[config.mk]
export PLATFORM = sky130hd
export DESIGN_NAME = chunked_adder
export DESIGN_NICKNAME = d
export VERILOG_FILES = /design/src/rtl/chunked_adder.sv
export SDC_FILE = /design/constraint.sdc
export NUM_CORES = 1
export LEC_CHECK = 0
export ABC_AREA = 0
export CAP_MARGIN = 40
export CORE_MARGIN = 2
export CORE_UTILIZATION = 55
export CTS_CLUSTER_DIAMETER = 120
export CTS_CLUSTER_SIZE = 10
export DETAILED_ROUTE_END_ITERATION = 8
export PLACE_DENSITY = 0.83
export SLEW_MARGIN = 10
export SYNTH_ARGS = -nofsm -noshare
export SYNTH_HDL_FRONTEND = slang
export SYNTH_SLANG_ARGS = --single-unit
[constraint.sdc]
create_clock -name clk -period 4.8 [get_ports clk]
set_input_delay 0.72 -clock clk [delete_from_list [all_inputs] [get_ports clk]]
set_output_delay 0.72 -clock clk [all_outputs]
set_load 0.05 [all_outputs]
[src/rtl/chunked_adder.sv]
`timescale 1ns/1ps
// chunked_adder
//   Multi-cycle WIDTH-bit adder/subtractor that processes CHUNK bits per clock.
//   The carry ripples between chunks through a register. A start/busy/done
//   handshake sequences operations. Results and flags update together on the
//   final chunk edge, so partial results are never visible.
//
// Ports
//   clk       : clock, rising-edge active
//   rst       : asynchronous active-high reset
//   start     : request a new operation (sampled in IDLE or DONE only)
//   sub       : 0 = a + b + cin, 1 = a - b (cin ignored)
//   a, b      : WIDTH-bit operands, captured on the accepting edge
//   cin       : carry-in for add
//   busy      : high while chunks are being processed
//   done      : one-cycle pulse when sum/flags are valid
//   sum       : WIDTH-bit result, held until the next done
//   cout      : carry out of the MSB (NOT borrow when subtracting)
//   overflow  : signed overflow
//   zero      : sum == 0
module chunked_adder #(
  parameter int WIDTH = 32,
  parameter int CHUNK = 8
) (
  input  logic             clk,
  input  logic             rst,
  input  logic             start,
  input  logic             sub,
  input  logic [WIDTH-1:0] a,
  input  logic [WIDTH-1:0] b,
  input  logic             cin,
  output logic             busy,
  output logic             done,
  output logic [WIDTH-1:0] sum,
  output logic             cout,
  output logic             overflow,
  output logic             zero
);

  localparam int N     = WIDTH / CHUNK;
  localparam int IDX_W = (N > 1) ? $clog2(N) : 1;

  typedef enum logic [1:0] {IDLE, RUN, DONE} state_t;

  state_t             state_q, state_d;
  logic [IDX_W-1:0]   idx_q, idx_d;
  logic               carry_q, carry_d;
  logic               busy_q, busy_d;
  logic               done_q, done_d;
  logic [WIDTH-1:0]   sum_q, sum_d;
  logic               cout_q, cout_d;
  logic               ovf_q, ovf_d;
  logic               zero_q, zero_d;

  // Operand and partial-result shift registers (data only, no reset).
  logic [WIDTH-1:0]   a_q, a_d;
  logic [WIDTH-1:0]   b_q, b_d;
  logic [WIDTH-1:0]   res_q, res_d;

  logic [CHUNK:0]       csum;
  logic [WIDTH+CHUNK-1:0] res_shift;

  always_comb begin
    state_d = state_q;
    idx_d   = idx_q;
    carry_d = carry_q;
    busy_d  = busy_q;
    done_d  = 1'b0;
    sum_d   = sum_q;
    cout_d  = cout_q;
    ovf_d   = ovf_q;
    zero_d  = zero_q;
    a_d     = a_q;
    b_d     = b_q;
    res_d   = res_q;

    // Operands shift right each RUN cycle, so the active chunk is always
    // in the low CHUNK bits; results shift in from the top.
    csum      = {1'b0, a_q[CHUNK-1:0]} + {1'b0, b_q[CHUNK-1:0]}
              + (CHUNK+1)'(carry_q);
    res_shift = {csum[CHUNK-1:0], res_q};

    case (state_q)
      IDLE, DONE: begin
        if (start) begin
          a_d     = a;
          b_d     = sub ? ~b : b;
          carry_d = sub ? 1'b1 : cin;
          idx_d   = '0;
          state_d = RUN;
          busy_d  = 1'b1;
        end else begin
          state_d = IDLE;
          busy_d  = 1'b0;
        end
      end
      RUN: begin
        a_d     = a_q >> CHUNK;
        b_d     = b_q >> CHUNK;
        carry_d = csum[CHUNK];
        res_d   = res_shift[WIDTH+CHUNK-1:CHUNK];
        idx_d   = idx_q + 1'b1;
        if (idx_q == IDX_W'(N - 1)) begin
          idx_d   = '0;
          state_d = DONE;
          busy_d  = 1'b0;
          done_d  = 1'b1;
          sum_d   = res_d;
          cout_d  = csum[CHUNK];
          // Carry into the MSB is a^b^s at that bit; XOR with carry out.
          ovf_d   = a_q[CHUNK-1] ^ b_q[CHUNK-1] ^ csum[CHUNK-1] ^ csum[CHUNK];
          zero_d  = (res_d == '0);
        end
      end
      default: begin
        state_d = IDLE;
        busy_d  = 1'b0;
      end
    endcase
  end

  // ---- control and output registers ----
  always_ff @(posedge clk or posedge rst) begin
    if (rst) begin
      state_q <= IDLE;
      idx_q   <= '0;
      carry_q <= 1'b0;
      busy_q  <= 1'b0;
      done_q  <= 1'b0;
      sum_q   <= '0;
      cout_q  <= 1'b0;
      ovf_q   <= 1'b0;
      zero_q  <= 1'b0;
    end else begin
      state_q <= state_d;
      idx_q   <= idx_d;
      carry_q <= carry_d;
      busy_q  <= busy_d;
      done_q  <= done_d;
      sum_q   <= sum_d;
      cout_q  <= cout_d;
      ovf_q   <= ovf_d;
      zero_q  <= zero_d;
    end
  end

  // ---- datapath registers ----
  always_ff @(posedge clk) begin
    a_q   <= a_d;
    b_q   <= b_d;
    res_q <= res_d;
  end

  assign busy     = busy_q;
  assign done     = done_q;
  assign sum      = sum_q;
  assign cout     = cout_q;
  assign overflow = ovf_q;
  assign zero     = zero_q;

endmodule

* After elaboration in Yosys (flattened, before gate mapping)
Index checks and enable logic that the tools add are counted. Widths: inputs -> output; s select.
Cells by class: $add $sub $neg 3, eq/ne operators 5, mux-type cells 19, bitwise logic cells 4, reductions and logical operators 6
Operators with widths (count):
- $pmux 32 s2 | 2
- $mux 32 | 3
- $logic_not 32->1 | 1
- $not 32->32 | 1
- $add 8x8->9 | 1
- $add 9x1->9 | 1
- $pmux 2 s2 | 2
- $mux 1 | 7
- $mux 2 | 3
- $eq 2x2->1 const B | 2
- $ne 2x2->1 const B | 2
- $pmux 1 s2 | 2
- $reduce_and 2->1 | 2
- $xor 1x1->1 | 3
- $add 2x1->2 const B | 1
- $eq 2x1->1 const B | 1
- $logic_not 2->1 | 1
- $reduce_bool 2->1 | 1
- $reduce_or 2->1 | 1
Storage, ports and cells: bits in registers 138, input bits 69, output and inout port bits 37, logic and storage cells 49

* Longest topological paths before layout
Gate-level depths: netlist of run 1.
word-level depth 4, depth in mapped cells 8, depth with buffers taken out 7

* Worst setup path before layout of run 1
Ideal clock, no wire load.
path type in2reg, from in start, to reg a_q[0] (enable), setup time 0.418 ns, arrival time 2.247 ns, data required time 4.382 ns, setup slack 2.135 ns, stages 3, path through nand2b_1 > and2_1 > inv_1
On the way: cells in the longest elaborated chain, start to end 2
RTL lines:
- from (decl) | RTL line 27 | input logic start,
- $ne 2x2->1 (no source line)
- $reduce_and 2->1 (no source line)
- to (signal assigned) | RTL line 149 | a_q <= a_d;
- to (decl) | RTL line 56 | logic [WIDTH-1:0] a_q, a_d;
Every way passes these cells. A chain may end at the register's enable or synchronous reset.

* Worst setup path after layout of run 1
from reg carry_q, to reg carry_q
On the way: cells in the longest elaborated chain, start to end 2
RTL lines:
- from (decl) | RTL line 47 | logic carry_q, carry_d;
- from (signal assigned) | RTL line 137 | carry_q <= carry_d;
- $add 9x1->9 | RTL line 80 | + (CHUNK+1)'(carry_q);
- $pmux 1 s2 | RTL line 83 | case (state_q)
Every way passes these cells.

==> summary.md, run 1 <==
| Metric | Value |
|---|---|
| WP buf/inv | `0` |
| First-pass GRT wire length | `18,000 um` |
| Yosys reg bits | `130` |
| Die Area | `11,000 um2` |
| Synth Area in Compound Gates | `6.06%` |
| GRT Total Usage | `21.6%` |
| Synth unique cells | `42` |
| Number of max-cap violations | `0` |
| Pre-CTS setup slack | `1.88 ns` |
| Critical-path cell list | `fa_1, fa_1, and3_1, o21ai_1, a21oi_1, o21ai_0, o21ai_0` |
| First DRT Iteration DRCs | `135` |
| RSZ-0062 raised after global routing | `no` |
| Reg2Reg Launch Point | `carry_q` |
| Clk Latency, worst-skew pair | `0.52 ns` |
| Post-synth top area share | `47.0%` |
| Vias per inst | `5.29` |
| Die Y | `105 um` |
| DRC Markers | `0` |
| Worst-margin pin slew | `0.804 ns` |
| CP endpoint kind | `flop` |
| Synth Warn # | `0` |
| Async S/R FF share, synth | `32.3%` |
| Reg area | `3690 um2` |
| Cells after Synth | `445` |
| Slowest stage delay, CP | `0.53 ns` |
| Setup crit start kind | `flop` |
| Outcome | `finished, final reports clean` |
| Seq/Total Area, Yosys | `65.7%` |
| Worst path slowest cell | `fa_1` |
| Final Hold Vio Count | `0` |
| Slew Limit Fails | `0` |
| Fin nets | `634` |
| Relative slew slack | `46.3%` |
| Synth Cell Area | `5620 um2` |
| Initial antenna violation count | `0` |
| Clock slew seen by the registers of the worst setup and hold paths | `0.06 ns` |
| CTS Buffer Depth | `2` |
| WP data required | `5.18 ns` |
| Area Overhead vs Synth | `31.7%` |
| CP Max Fanout | `3` |
| Worst Slack Setup Final | `2.24 ns` |
| Top post-synthesis cells by area | `edfxtp_1, dfrtp_1, nand2_1` |
| Layout cell share with drive strength beyond 1 | `13.4%` |
| Cell Count Post-Placement | `668` |
| Initial Utilization | `57.0%` |
| Pleak | `2.91 nW` |
| Mux cell area share after synthesis | `5.79%` |
| Cell taking the most area after synthesis | `edfxtp_1` |
| Top cells by count, synth | `nand2_1, edfxtp_1, dfrtp_1` |
| Max frequency | `0.390 GHz` |
| IO Count | `106` |
| Global placer's final weighted congestion | `0.888` |
| CP Class | `reg2reg` |
| Die W | `105 um` |
| CP Data Arrival Time | `2.95 ns` |
| Xor and xnor area share after synthesis | `5.74%` |
| H-tree depth | `4` |
| Core ar. | `9860 um2` |
| Antenna Nets Post-Route | `0` |
| Final setup viols | `0` |
| Final wirelength | `11,000 um` |
| Setup TNS | `0 ns` |
| Maximum vdd drop | `0.000483 V` |
| Avg Inst Size Synth | `12.6 um2` |
| Synth Area in Adders | `2.49%` |
| IO Port Bufs | `105` |
| Antenna diodes | `0` |
| Most used DFF post-synth | `edfxtp_1` |
| Period minus WS final | `2.56 ns` |
| Clock sink count | `130` |
| Layout Skew | `0.0108 ns` |
| Hold Startpoint | `res_q[25]` |
| Multi-input gate area | `1810 um2` |
| Overflow after GRT | `0` |
| Number of synthesized flops with an enable pin | `88` |
| Final core utilization | `75.1%` |
| Hold buffer count at CTS | `0` |
| Pwr/cell area | `828 nW/um2` |
| Post-synth net total | `524` |
| HP Class | `reg2reg` |
| CTS tree | `built` |
| TritonCTS buffer count | `17` |
| Largest family of logic cells by synthesized area | `simple AND/OR/NAND/NOR gates` |
| DRT Pass-1 Iters | `4` |
| # fillers | `618` |
| Fin cells | `701` |
| Post-CTS setup buffer count | `0` |
| Routed wire per std cell | `15.7 um` |
| Clock root buffer | `clkbuf_8` |
| DP Wirelength | `7510 um` |
| Vias | `3,710` |
| Synth Area in Simple Gates | `12.0%` |
| Crit path launch | `carry_q` |
| Row Count | `36` |
| Most common cell in the synthesized netlist | `nand2_1` |
| Largest net degree at the start of global routing | `89` |
| FF-to-FF setup slack | `2.24 ns` |
| Final period util | `53.4%` |
| CP delay by family, top | `adder cells` |
| Vias in the first global route | `3,768` |
| Resized Gates After CTS | `0` |
[flip-flops by register name, summed over array words and instances, names as in the netlist]
| name | count |
|---|---|
| carry_q | 1 |
| res_q | 24 |
| zero | 1 |
| sum | 32 |
| busy | 1 |
| done | 1 |
| idx_q | 2 |
| cout | 1 |
| b_q | 32 |
| overflow | 1 |
| a_q | 32 |
| state_q | 2 |
[kinds of logic (layout without fill, tap and decap cells)]
logic type	after synthesis	in the layout
AOI/OAI and AO/OA	54	54
xor gates and xnor gates	36	36
adders and majority gates	10	10
buffers and inverters	30	153
DFF	130	130
muxes	29	29
and+or+nand+nor	156	156
[path summary, 6_finish.rpt]
kind | endpoint | depth (start not counted)
worst max register to register | carry_q | 7
max in group asynchronous | overflow | 3
worst min-delay path | res_q[17] | 0
min in group asynchronous | sum[6] | 3
worst max-delay path | carry_q | 7
worst min register to register | res_q[17] | 0
[where the power goes]
part | switching (W) | internal (W)
registers | 0.000283 | 0.00204
logic | 0.00167 | 0.000966
clock network | 0.000480 | 0.000691
[routing by layer]
metal | track usage [%] | vias up | part of all wire, %
li1 | - | 1776 | -
met1 | 25.3 | 1763 | 40
met2 | 36.5 | 149 | 52
met3 | 7.30 | 22 | 6.0
met4 | 8.48 | 0 | 2.5
met5 | 0 | - | 0
[through the flow]
step / total power (W) / hold WS, ns / instance area, um2
3_5_place_dp: 0.00494 / 0.461 / 6830
4_1_cts: 0.00615 / 0.475 / 7380
3_3_place_gp: 0.00475 / 0.456 / 6770
6_report: 0.00613 / 0.483 / 7400
2_1_floorplan: 0.00412 / 0.444 / 5620
5_1_grt: 0.00649 / 0.496 / 7400
[layout by cell type, fill, tap and decap left out, drive strengths merged, types with 7 or more instances in the layout]
| master | count |
|---|---|
| clkbuf | 18 |
| and2 | 9 |
| nand2 | 104 |
| edfxtp | 88 |
| inv | 11 |
| clkinv | 7 |
| mux2 | 28 |
| clkdlybuf4s50 | 104 |
| dfrtp | 42 |
| buf | 8 |
| ha | 8 |
| nor2 | 23 |
| xnor2 | 34 |
| o21ai | 34 |
| nor4 | 8 |
[worst register-to-register path: stages (launching register included)]
cell and delay [ns]:
dfrtp_1 0.43, fa_1 0.53, fa_1 0.46, and3_1 0.23, o21ai_1 0.23, a21oi_1 0.13
o21ai_0 0.30, o21ai_0 0.12
[final cells by class]
type,instances,share of cell area [%]
clock buffer,18,5.64
clock inverter,14,1.81
sequential,130,49.9
tap,133,2.25
multi-input combinational,285,24.4
timing repair buffer,112,15.5
inverter,9,0.473
(Power assumes the default switching activity.)
==> run 2: changes to the inputs <==
- CORE_UTILIZATION: 55 -> 47
- PLACE_DENSITY: 0.83 -> 0.75
- clock period: 4.8 -> 2.1 ns (I/O delays scaled with it)
==> run 2 against run 1 <==
The flow now finishes with violations (negative setup slack). First-iteration DRC count rose by 36%. Power up 140%. Die area grew 16%. Critical path type unchanged. Critical endpoint is now sum[30].
==> summary.md, run 2 (synthesized netlist as in run 1, its figures left out) <==
| Metric | Value |
|---|---|
| Met3 track demand over resource | `5.57%` |
| Placed inst area | `6950 um2` |
| DRC Markers | `0` |
| Commonest non-fill, non-tap cell in the layout | `clkdlybuf4s50_1` |
| Pwr/cell area | `1940 nW/um2` |
| Final Hold Vio Count | `0` |
| Die Y | `113 um` |
| Setup crit start kind | `flop` |
| Overflow after GRT | `0` |
| Vias in the first global route | `3,736` |
| WP data required | `2.45 ns` |
| Worst Slack Setup Final | `-0.0898 ns` |
| Clock slew seen by the registers of the worst setup and hold paths | `0.06 ns` |
| Final period util | `104%` |
| CP delay by family, top | `adder cells` |
| Slew Limit Fails | `0` |
| Initial antenna violation count | `0` |
| Die Area | `12,800 um2` |
| Layout cell share with drive strength beyond 1 | `17.4%` |
| TritonCTS buffer count | `17` |
| Setup TNS | `-0.263 ns` |
| Row Count | `39` |
| Crit path launch | `b_q[0]` |
| R2r endpoint | `sum[30]` |
| Core ar. | `11,600 um2` |
| H-tree depth | `4` |
| FF-to-FF setup slack | `-0.09 ns` |
| Reg2Reg Launch Point | `b_q[0]` |
| Initial Utilization | `48.6%` |
| Cell Count Post-Placement | `687` |
| Outcome | `finished with violations` |
| CP dominant cell by count | `fa_2` |
| Slowest stage delay, CP | `0.43 ns` |
| Routed wire per std cell | `15.3 um` |
| RSZ-0062 raised after global routing | `yes` |
| Number of max-cap violations | `0` |
| Vias | `3,656` |
| Layout Skew | `0.00959 ns` |
| Maximum vdd drop | `0.000747 V` |
| Clock sink count | `130` |
| CP Data Arrival Time | `2.53 ns` |
| GRT met1 Usage | `21.5%` |
| CP Max Fanout | `3` |
| CTS tree | `built` |
| Vias per inst | `5.06` |
| WP buf/inv | `0` |
| Global-route layer with the greatest usage | `met2` |
| DP Wirelength | `7640 um` |
| IO Count | `106` |
| Final wirelength | `11,000 um` |
| Hold buffer count at CTS | `0` |
| Grt met2 use | `31.9%` |
| Antenna Nets Post-Route | `0` |
| Stages on worst setup path | `7` |
| IO Port Bufs | `105` |
| Failing checks | `negative setup slack` |
| Period minus WS final | `2.19 ns` |
| Worst setup path endpoint | `sum[30]` |
| CTS Buffer Depth | `2` |
| Clk Latency, worst-skew pair | `0.41 ns` |
| Most frequent cells in the layout | `clkdlybuf4s50_1, nand2_1, edfxtp_1` |
| Minimum hold slack | `0.353 ns` |
| DRT Pass-1 Iters | `5` |
| Max frequency | `0.457 GHz` |
| Largest net degree at the start of global routing | `81` |
| Relative slew slack | `63.9%` |
| Global placer's final weighted congestion | `0.796` |
| Fin nets | `645` |
| HP Class | `in2async` |
| Die W | `113 um` |
| Worst-margin pin slew | `0.542 ns` |
| Reg2Reg Depth | `7` |
| Clock root buffer | `clkbuf_16` |
| Pleak | `3.02 nW` |
| First-pass GRT wire length | `18,000 um` |
| Area Overhead vs Synth | `36.4%` |
| Antenna diodes | `0` |
| Worst path slowest cell | `fa_2` |
| Critical-path cell list | `fa_2, fa_2, and3_4, o21ai_4, a21oi_2, a211oi_2, mux2_2` |
| Pre-CTS setup slack | `-0.220 ns` |
| GRT Total Usage | `18.2%` |
| Fin cells | `722` |
| First DRT Iteration DRCs | `184` |
| CP endpoint kind | `flop` |
| Final setup viols | `4` |
| Final Instance Area | `7670 um2` |
| CP Class | `reg2reg` |
run 2: how the worst min path moves through the flow:
stage | start | endpoint
global placement | res_q[23] | res_q[15]
floorplan | res_q[19] | res_q[11]
CTS | rst | sum[20]
detailed placement | res_q[28] | res_q[20]
global route | rst | done
finish | rst | sum[13]
run 2: through the flow:
stage                     util (%)  total power, W
after floorplan                  -         0.00946
after global placement        60.1          0.0113
after detailed placement      60.1          0.0115
after CTS                     66.0          0.0149
after global routing          66.3          0.0158
final                         66.3          0.0149
run 2: per-layer routing:
layer / vias up / wire length, um
li1: 1790 / -
met1: 1732 / 4560
met2: 120 / 5690
met3: 14 / 643
met4: 0 / 123
met5: - / 0
run 2: worst min-delay path, cell delays in order:
cell and delay (ns):
clkdlybuf4s50_1 0.39, inv_1 0.05, buf_4 0.46
run 2: area by class of cell:
type	count	area [um2]
Multi-Input combinational cell	285	1880
Inverter	9	38.8
Clock buffer	17	425
Fill cell	828	3900
Timing Repair Buffer	123	1240
Tap cell	143	179
Clock inverter	15	205
Sequential cell	130	3690
run 2: repair_timing:
action	CTS	global route
setup buffers	2	1
pin swaps	8	3
setup endpoints to repair	8	9
gates resized for setup	8	5
run 2: power by group:
| part | switching, W | total [W] | internal, W |
|---|---|---|---|
| sequential | 0.000649 | 0.00532 | 0.00467 |
| combinational | 0.00396 | 0.00648 | 0.00252 |
| clock | 0.00111 | 0.00311 | 0.00200 |
